`config.mk`:
```
export PLATFORM = sky130hd
export DESIGN_NAME = alu_seq_flat
export DESIGN_NICKNAME = d
export VERILOG_FILES = /design/src/rtl/alu_seq_if.sv /design/src/rtl/alu_seq.sv /design/src/flat_wrapper.sv
export SDC_FILE = /design/constraint.sdc
export NUM_CORES = 1
export LEC_CHECK = 0
export ABC_AREA = 1
export BUFFER_PORTS_ARGS = -buffer_cell sky130_fd_sc_hd__buf_4
export CORE_ASPECT_RATIO = 0.5
export CORE_MARGIN = 5
export CORE_UTILIZATION = 50
export DETAILED_ROUTE_END_ITERATION = 10
export PLACE_DENSITY_LB_ADDON = 0.3
export SLEW_MARGIN = 10
export SYNTH_ARGS = -nofsm -noshare
export SYNTH_HDL_FRONTEND = slang
export SYNTH_SLANG_ARGS = --single-unit
export TNS_END_PERCENT = 5
```
`constraint.sdc`:
```
create_clock -name clk -period 3.5 [get_ports clk]
set_input_delay 0.35 -clock clk [delete_from_list [all_inputs] [get_ports clk]]
set_output_delay 0.35 -clock clk [all_outputs]
set_load 0.01 [all_outputs]
```
`src/rtl/alu_seq_if.sv`:
```
// Start/busy/done handshake and operand/result bundle for alu_seq.
// The master issues operations; the slave is the ALU.
interface alu_seq_if #(
    parameter int WIDTH = 8
);
    logic             start;
    logic [3:0]       op;
    logic [WIDTH-1:0] a;
    logic [WIDTH-1:0] b;
    logic [WIDTH-1:0] result;
    logic [WIDTH-1:0] result_hi;
    logic             flag_z;
    logic             flag_n;
    logic             flag_c;
    logic             flag_v;
    logic             busy;
    logic             done;
    logic             err;

    modport master (
        output start, op, a, b,
        input  result, result_hi,
        input  flag_z, flag_n, flag_c, flag_v,
        input  busy, done, err
    );

    modport slave (
        input  start, op, a, b,
        output result, result_hi,
        output flag_z, flag_n, flag_c, flag_v,
        output busy, done, err
    );
endinterface

```
`src/rtl/alu_seq.sv`:
```
// Multi-cycle accumulator ALU: single-cycle logic/arith,
// bit-serial shifts and shift-add unsigned multiply.
module alu_seq #(
    parameter int WIDTH = 8
) (
    input  logic     clk,
    input  logic     rst,
    alu_seq_if.slave bus
);
    localparam int SW = $clog2(WIDTH);

    localparam logic [1:0] S_IDLE = 2'd0;
    localparam logic [1:0] S_RUN  = 2'd1;
    localparam logic [1:0] S_DONE = 2'd2;

    localparam logic [3:0] OP_ADD  = 4'd0;
    localparam logic [3:0] OP_SUB  = 4'd1;
    localparam logic [3:0] OP_INC  = 4'd2;
    localparam logic [3:0] OP_AND  = 4'd3;
    localparam logic [3:0] OP_OR   = 4'd4;
    localparam logic [3:0] OP_XOR  = 4'd5;
    localparam logic [3:0] OP_NOT  = 4'd6;
    localparam logic [3:0] OP_PASS = 4'd7;
    localparam logic [3:0] OP_SHL  = 4'd8;
    localparam logic [3:0] OP_SHR  = 4'd9;
    localparam logic [3:0] OP_ASR  = 4'd10;
    localparam logic [3:0] OP_MUL  = 4'd11;

    localparam logic [SW:0] CNT_MUL = (SW+1)'(WIDTH);

    logic [1:0]       state;
    logic             armed;
    logic [3:0]       op_q;
    logic [WIDTH-1:0] a_q;
    logic [WIDTH-1:0] b_q;
    logic [SW:0]      cnt;
    logic [WIDTH-1:0] work;
    logic [WIDTH-1:0] hi;
    logic             sc;

    logic [WIDTH-1:0] res_q;
    logic [WIDTH-1:0] hi_q;
    logic             z_q;
    logic             n_q;
    logic             c_q;
    logic             v_q;

    logic             rsv;
    logic [WIDTH-1:0] add_b;
    logic             cin;
    logic [WIDTH:0]   sum;
    logic             ovf;
    logic [WIDTH:0]   mac;
    logic [WIDTH-1:0] nres;
    logic [WIDTH-1:0] nhi;
    logic             nc;
    logic             nv;
    logic             nz;

    assign rsv = (op_q[3:2] == 2'b11);

    // One adder serves ADD, SUB (a + ~b + 1) and INC (a + 0 + 1).
    always_comb begin
        add_b = '0;
        cin   = 1'b0;
        unique case (op_q)
            OP_ADD:  add_b = b_q;
            OP_SUB:  begin add_b = ~b_q; cin = 1'b1; end
            OP_INC:  cin = 1'b1;
            default: ;
        endcase
        sum = {1'b0, a_q} + {1'b0, add_b} + {{WIDTH{1'b0}}, cin};
        ovf = (a_q[WIDTH-1] == add_b[WIDTH-1]) &&
              (sum[WIDTH-1] != a_q[WIDTH-1]);
    end

    always_comb begin
        mac = {1'b0, hi};
        if (work[0])
            mac = {1'b0, hi} + {1'b0, a_q};
    end

    always_comb begin
        nres = '0;
        nhi  = '0;
        nc   = 1'b0;
        nv   = 1'b0;
        unique case (op_q)
            OP_ADD, OP_SUB, OP_INC: begin
                nres = sum[WIDTH-1:0];
                nc   = sum[WIDTH];
                nv   = ovf;
            end
            OP_AND:  nres = a_q & b_q;
            OP_OR:   nres = a_q | b_q;
            OP_XOR:  nres = a_q ^ b_q;
            OP_NOT:  nres = ~a_q;
            OP_PASS: nres = b_q;
            OP_SHL, OP_SHR, OP_ASR: begin
                nres = work;
                nc   = sc;
            end
            OP_MUL: begin
                nres = work;
                nhi  = hi;
                nc   = |hi;
            end
            default: ;
        endcase
        nz = (nres == '0) && (nhi == '0);
    end

    always_ff @(posedge clk or posedge rst) begin
        if (rst) begin
            state <= S_IDLE;
            armed <= 1'b0;
            op_q  <= '0;
            a_q   <= '0;
            b_q   <= '0;
            cnt   <= '0;
            work  <= '0;
            hi    <= '0;
            sc    <= 1'b0;
            res_q <= '0;
            hi_q  <= '0;
            z_q   <= 1'b0;
            n_q   <= 1'b0;
            c_q   <= 1'b0;
            v_q   <= 1'b0;
        end else begin
            unique case (state)
                S_IDLE: begin
                    // Accepted start takes one edge before RUN begins.
                    if (armed) begin
                        armed <= 1'b0;
                        state <= S_RUN;
                    end else if (bus.start) begin
                        armed <= 1'b1;
                        op_q  <= bus.op;
                        a_q   <= bus.a;
                        b_q   <= bus.b;
                        hi    <= '0;
                        sc    <= 1'b0;
                        work  <= (bus.op == OP_MUL) ? bus.b : bus.a;
                        unique case (bus.op)
                            OP_SHL, OP_SHR, OP_ASR:
                                cnt <= {1'b0, bus.b[SW-1:0]};
                            OP_MUL:  cnt <= CNT_MUL;
                            default: cnt <= '0;
                        endcase
                    end
                end
                S_RUN: begin
                    if (cnt == '0) begin
                        res_q <= nres;
                        hi_q  <= nhi;
                        if (!rsv) begin
                            z_q <= nz;
                            n_q <= nres[WIDTH-1];
                            c_q <= nc;
                            v_q <= nv;
                        end
                        state <= S_DONE;
                    end else begin
                        cnt <= cnt - 1'b1;
                        unique case (op_q)
                            OP_SHL: begin
                                sc   <= work[WIDTH-1];
                                work <= {work[WIDTH-2:0], 1'b0};
                            end
                            OP_SHR: begin
                                sc   <= work[0];
                                work <= {1'b0, work[WIDTH-1:1]};
                            end
                            OP_ASR: begin
                                sc   <= work[0];
                                work <= {work[WIDTH-1], work[WIDTH-1:1]};
                            end
                            OP_MUL: begin
                                hi   <= mac[WIDTH:1];
                                work <= {mac[0], work[WIDTH-1:1]};
                            end
                            default: ;
                        endcase
                    end
                end
                S_DONE:  state <= S_IDLE;
                default: state <= S_IDLE;
            endcase
        end
    end

    assign bus.result    = res_q;
    assign bus.result_hi = hi_q;
    assign bus.flag_z    = z_q;
    assign bus.flag_n    = n_q;
    assign bus.flag_c    = c_q;
    assign bus.flag_v    = v_q;
    assign bus.busy      = (state == S_RUN) || (state == S_DONE);
    assign bus.done      = (state == S_DONE);
    assign bus.err       = (state == S_DONE) && rsv;
endmodule

```
`src/flat_wrapper.sv`:
```
// flat-port wrapper written by rule: the top's interface ports become plain ports
module alu_seq_flat 
#(
    parameter int WIDTH = 8
)
  (clk, rst, bus_start, bus_op, bus_a, bus_b, bus_result, bus_result_hi, bus_flag_z, bus_flag_n, bus_flag_c, bus_flag_v, bus_busy, bus_done, bus_err);
  alu_seq_if #(.WIDTH(WIDTH)) bus_i ();
  input  logic clk;
  input  logic rst;
  input wire logic [$bits(bus_i.start)-1:0] bus_start;
  input wire logic [$bits(bus_i.op)-1:0] bus_op;
  input wire logic [$bits(bus_i.a)-1:0] bus_a;
  input wire logic [$bits(bus_i.b)-1:0] bus_b;
  output wire logic [$bits(bus_i.result)-1:0] bus_result;
  output wire logic [$bits(bus_i.result_hi)-1:0] bus_result_hi;
  output wire logic [$bits(bus_i.flag_z)-1:0] bus_flag_z;
  output wire logic [$bits(bus_i.flag_n)-1:0] bus_flag_n;
  output wire logic [$bits(bus_i.flag_c)-1:0] bus_flag_c;
  output wire logic [$bits(bus_i.flag_v)-1:0] bus_flag_v;
  output wire logic [$bits(bus_i.busy)-1:0] bus_busy;
  output wire logic [$bits(bus_i.done)-1:0] bus_done;
  output wire logic [$bits(bus_i.err)-1:0] bus_err;
  assign bus_i.start = bus_start;
  assign bus_i.op = bus_op;
  assign bus_i.a = bus_a;
  assign bus_i.b = bus_b;
  assign bus_result = bus_i.result;
  assign bus_result_hi = bus_i.result_hi;
  assign bus_flag_z = bus_i.flag_z;
  assign bus_flag_n = bus_i.flag_n;
  assign bus_flag_c = bus_i.flag_c;
  assign bus_flag_v = bus_i.flag_v;
  assign bus_busy = bus_i.busy;
  assign bus_done = bus_i.done;
  assign bus_err = bus_i.err;
  alu_seq #(.WIDTH(WIDTH)) u_core (.clk(clk), .rst(rst), .bus(bus_i));
endmodule
```
; ---- Word level (Yosys, flattened, before mapping)
; Index checks and enable logic that the tools add are counted.
[classes]
bitwise = 7
reduce_logical = 26
addsub = 4
mux = 33
n_eq_ne = 30
[op_table]
columns = op, count
row1 = 8-bit 2-to-1 mux, 9
row2 = 8-bit case mux with 7 select lines, 1
row3 = 8-bit case mux with 2 select lines, 3
row4 = 4-bit == test (second input constant), 8
row5 = 8-bit case mux with 4 select lines, 1
row6 = 8-bit by 8-bit adder with 9-bit output, 2
row7 = 4-bit by 3-bit == test with 1-bit output (second input constant), 4
row8 = 8-bit logical NOT, 2
row9 = 8-bit NOT, 2
row10 = 4-bit case mux with 2 select lines, 2
row11 = 5-bit AND reduction, 3
row12 = 4-bit 2-to-1 mux, 3
row13 = 2-bit != test (second input constant), 5
row14 = 9-bit by 1-bit adder with 9-bit output, 1
row15 = 9-bit 2-to-1 mux, 1
row16 = 3-bit OR reduction, 3
row17 = 8-bit AND, 1
row18 = 4-bit by 2-bit == test with 1-bit output (second input constant), 2
row19 = 4-bit logical NOT, 2
row20 = 8-bit OR, 1
row21 = 8-bit OR reduction, 1
row22 = 8-bit XOR, 1
row23 = 1-bit 2-to-1 mux, 7
row24 = 3-bit AND reduction, 2
row25 = other kinds (24), 33
[word_totals]
wordCells = 116
input_bits = 23
register_bits = 64
output_inout_bits = 23

; ---- Depth between registers and ports, before layout
[depth]
depth_word = 7
mapped_depth = 18
depth_no_buf = 18

; ---- Worst setup path before layout
; Ideal clock, no wire load.
[synth_timing]
kind = reg2reg
from = reg u_core.op_q[0]
to = reg u_core.z_q (netlist: u_core.bus.flag_z)
setup_ps = 65
stages_incl_launch_ff = 16
n_path_buf = 0
slack_ps = 578
period_less_slack_ps = 2922
arrival_time_ps = 2858
required_ps = 3435
path_cell_list = dfrtp_1 > nor2_1 > inv_1 > nor2_1 > o21ai_0 > fa_1 > fa_1 > nand3b_1 > nand2_1 > nor2_1 > nand2_1 > nor2_1 > nand3_1 > nor2_1 > nand3_1 > nand2_1
[synth_between]
elab_chain_cells = 7
elab_cells_between_ends = 24
cone_classes = add/sub: 2 / eq/ne: 11 / mux: 4 / reduce/logical: 7
[synth_rtl]
columns = element, line
row1 = from (decl), alu_seq.sv:33  ; logic [3:0] op_q;
row2 = from (signal assigned), alu_seq.sv:139  ; op_q <= bus.op;
row3 = 4-bit by 1-bit == test with 1-bit output (tied with other cells), "alu_seq.sv:66, alu_seq.sv:88"
row4 = 8-bit case mux with 2 select lines or 2-bit OR reduction (tied branches), --
row5 = 8-bit by 8-bit adder with 9-bit output or 1-bit 2-to-1 mux (tied branches), "alu_seq.sv:72, alu_seq.sv:66"
row6 = 9-bit by 1-bit adder with 9-bit output, alu_seq.sv:72  ; sum = {1'b0, a_q} + {1'b0, add_b} + {{WIDTH{1'b0}}, cin};
row7 = 8-bit case mux with 7 select lines, alu_seq.sv:88  ; unique case (op_q)
row8 = 8-bit logical NOT, alu_seq.sv:110  ; nz = (nres == '0) && (nhi == '0);
row9 = 1-bit logical AND *, alu_seq.sv:110
row10 = to (signal assigned), alu_seq.sv:158  ; z_q <= nz;
row11 = to (decl), alu_seq.sv:43  ; logic z_q;
; Mark *: on every way between the ends. The rest lies on a longest branch, timed or not.
; A chain may end at the register's enable or synchronous reset.

; ---- Final worst setup path
[layout_timing]
from = reg u_core.op_q[3]
to = reg u_core.res_q[4] (netlist: u_core.bus.result[4])
[layout_between]
elab_chain_cells = 5
elab_cells_between_ends = 20
cone_classes = add/sub: 2 / eq/ne: 11 / mux: 3 / reduce/logical: 4
[layout_rtl]
columns = element, line
row1 = 4-bit by 1-bit == test with 1-bit output (tied with other cells), "alu_seq.sv:66, alu_seq.sv:88"
row2 = 8-bit case mux with 2 select lines or 2-bit OR reduction (tied branches), --
row3 = 8-bit by 8-bit adder with 9-bit output or 1-bit 2-to-1 mux (tied branches), "alu_seq.sv:72, alu_seq.sv:66"
row4 = 9-bit by 1-bit adder with 9-bit output, alu_seq.sv:72
row5 = 8-bit case mux with 7 select lines *, alu_seq.sv:88
row6 = to (signal assigned), alu_seq.sv:155  ; res_q <= nres;
row7 = to (decl), alu_seq.sv:41  ; logic [WIDTH-1:0] res_q;
; Marked as above.

==> impl_results.md <==
* Worst max-slew margin expressed relative to the limit at ~61%
* WP data arrival at approximately 3.3 ns
* Drt first pass iters at 5
* First-pass GRT wire length at approximately 21000 um
* CP Class: flop to flop
* Die Area at 11200 sq um
* Final worst path period need at between 3 and 4 ns
* Library cell appearing most often on the critical path: sky130_fd_sc_hd__nand2_1
* Non-filler instance count after layout at a little over 800
* Number of port buffers at 45
* Pre-CTS worst setup slack at 0.419 ns
* Largest net degree at the start of global routing at 42
* CP cell instances: nor2_2 > nand2_1 > nand2_1 > o21ai_0 > fa_1 > fa_1 > inv_1 > nand3_1 > nand3_1 > nand2_1 > nand3_1 > nand2_1 > nor3_1 > o21ai_0
* Clock transition at path regs at around 0.060 ns
* Placed cell count at 796
* Worst reg-to-reg path cell count at 14
* Post-route cell area at 5270 sq um
* RSZ-0062 raised after global routing: false
* Critical path capture point type: flop
* Slowest cell delay on critical path at around 0.48 ns
* Slew of the pin with the lowest slew margin at just under 0.6 ns
* LEAKAGE at 2.82 nW
* Final Util at 60.1%
* FFs w/ async S/R, synth at between 90% and 100%
* Synthesized area per cell at about 7.0 sq um
* Reg-to-reg setup timing slack at about 0.41 ns
* Row cnt at 24
* CTS max path bufs at 2
* Outcome: finished, final reports clean
* Count of nets left with antenna violations after detail routing at 0
* Leading post-synthesis cells by instance count: 175 x sky130_fd_sc_hd__nand2_1, 88 x sky130_fd_sc_hd__inv_1, 64 x sky130_fd_sc_hd__dfrtp_1
* Post-route clock period utilization at between 80 and 90%
* Yosys warns at 0
* Cell with the largest stage delay on the worst path: sky130_fd_sc_hd__dfrtp_1
* Fmax at 323 MHz
* Reg-to-reg startpoint: u_core.op_q[3]$_DFFE_PP0P_
* All-layer global routing usage at a little under a quarter
* Final HPWL from detailed placement at 9400 um
* Die height at between 70 and 80 um
* Area share of the largest cell type after synthesis at 35.4%
* Class of the tightest hold or removal check: primary input to asynchronous set/reset pin
* Power consumption at 4.75 mW
* Synth Register Bits at 64
* Floorplan die width at between 100 and 150 um
* Initial Util at 51.6%
* Total CTS buffers at 9
* Ranking of synthesized cells by area: sky130_fd_sc_hd__dfrtp_1 35%, sky130_fd_sc_hd__nand2_1 15%, sky130_fd_sc_hd__ha_1 9.7%
* Sort of element at the start of the critical path: flop
* Via total after detailed routing at 4401
* Worst Hold Margin at ~0.064 ns
* Relative area change from synthesis to final layout at 16.6%
* Worst Clk Skew at 0.00691 ns
* Placement Cell Area at about 5000 sq um
* Post-CTS setup buffer count at 0
* Via count of the first global-routing pass at just over 4000
* Post_cts resized at 0
* Total Nets Final at 751
* Root Driver: sky130_fd_sc_hd__clkbuf_16
* Total power divided by cell area at between 900 and 1000 nW/um^2
* Crit Reg-Reg Endpoint: u_core.bus.result[4]$_DFFE_PP0P_
* DRC violation count after routing at 0
* Gp weighted congestion at about 0.98
* DRT iter0 DRCs at ~330
* Maximum level of the CTS H-tree at 3
* Area of the mapped netlist at ~4500 sq um
* Via density at 5.42
* Count of filler cells inserted in the layout at roughly 830
* Area leader, netlist: sky130_fd_sc_hd__dfrtp_1
* Number of antenna violations at the first check in global routing at 0
* Mean routed wirelength per cell at between 15 and 20 um
* Number of maximum-capacitance constraint violations at 0
* Top_reg_cell synth: sky130_fd_sc_hd__dfrtp_1
* GRT overflow at 0
* Post-cts hold buffer count at 0
* Number of enable-type register cells in the synthesized netlist at 0
* Core Box Area at between 8000 and 9000 sq um
* Share of cells above drive strength 1 at 12.1%
* Count of pins over their slew limit at 0
* Portion of the post-synthesis area used by sequential elements at 35.4%
* Minimum setup slack in the final design at about 0.41 ns
* Antenna diodes at 0
* Total nets after synthesis at approximately 700
* Most repeated cell in the gate-level netlist after synthesis: sky130_fd_sc_hd__nand2_1
* Total wire length at ~13000 um
* Count of unique library cells instantiated by Yosys at 32
* Endpoints failing hold at 0
* Total of endpoints with negative setup slack in the final report at 0
* Boundary Pins at between 40 and 50
* Count of clock tree sinks at 64
* CP Buf/Inv Count at 1
* Cells after synthesis at between 600 and 700
* Largest vdd supply drop at between 0.4 and 0.5 mV
* Clock tree from TritonCTS: done
* Total negative slack at 0 ns
* Later-pin clock latency in the skew report at ~0.34 ns
* Largest delay share family, worst path: simple AND/OR/NAND/NOR gates
* Maximum fanout count along the critical path at 8
* Data required time at the worst endpoint at roughly 3.7 ns
[layout by cell type (no fill, tap or decap), drive strengths merged, types with 7 or more instances in the layout]
cell,synthesis,final
nand2,177,177
o21ai,69,69
buf,3,51
clkbuf,12,10
nand4,7,7
dfrtp,64,64
o31ai,7,7
ha,35,35
nand3,40,40
nor2,54,54
inv,94,94
a21oi,40,40
o22ai,10,10
[logic make-up (layout without fill, tap and decap cells)]
kind of cell	after synthesis	in the layout	share of synthesized area (%)
flip-flops	64	64	35.4
AND/OR/NAND/NOR	291	291	26.8
XOR/XNOR	4	4	0.775
buffers and inverters	109	161	9.27
adder cells (fa/ha/maj)	38	38	11.0
AO/OA/AOI/OAI	137	137	16.7
[metal layers]
metal	vias up	routed length [um]	global-route usage, %
met5	-	0	0
met4	0	117	5.03
met3	12	1130	6.71
met2	175	4920	32.5
met1	2021	6370	36.8
li1	2193	-	-
[state kept, by name (all words and copies together) (netlist names)]
signal and cells:
u_core.bus.result 8, u_core.armed 1, u_core.bus.flag_z 1, u_core.a_q 8
u_core.op_q 4, u_core.hi 8, u_core.sc 1, u_core.work 8
u_core.bus.result_hi 8, u_core.cnt 4, u_core.bus.flag_v 1, u_core.bus.flag_c 1
u_core.bus.flag_n 1, u_core.b_q 8, u_core.state 2
[worst max-delay path by stage]
stage | from | endpoint | slack [ns] | cells after the start
global placement | u_core.op_q[3]$_DFFE_PP0P_ | u_core.bus.flag_z$_DFFE_PP0P_ | 0.53 | 17
global route | u_core.op_q[3]$_DFFE_PP0P_ | u_core.bus.result[4]$_DFFE_PP0P_ | 0.04 | 14
finish | u_core.op_q[3]$_DFFE_PP0P_ | u_core.bus.result[4]$_DFFE_PP0P_ | 0.41 | 14
floorplan | u_core.op_q[0]$_DFFE_PP0P_ | u_core.bus.flag_z$_DFFE_PP0P_ | 0.58 | 15
detailed placement | u_core.op_q[3]$_DFFE_PP0P_ | u_core.bus.result[4]$_DFFE_PP0P_ | 0.42 | 14
CTS | u_core.op_q[3]$_DFFE_PP0P_ | u_core.bus.result[4]$_DFFE_PP0P_ | 0.40 | 14
[area by class of cell]
cell class	count	area (sq um)	area share, %
multi-input cells	470	2500	47.4
flip-flops and latches	64	1600	30.4
well taps	117	146	2.78
clock inverters	6	60.1	1.14
clock buffers	10	229	4.34
repair buffers	51	383	7.26
inverters	94	353	6.69
[where the power goes]
group | switching, mW | internal [mW] | total, mW
sequential | 0.330 | 1.02 | 1.35
combinational | 1.66 | 0.866 | 2.52
clock | 0.332 | 0.547 | 0.879
(Power assumes the default switching activity.)
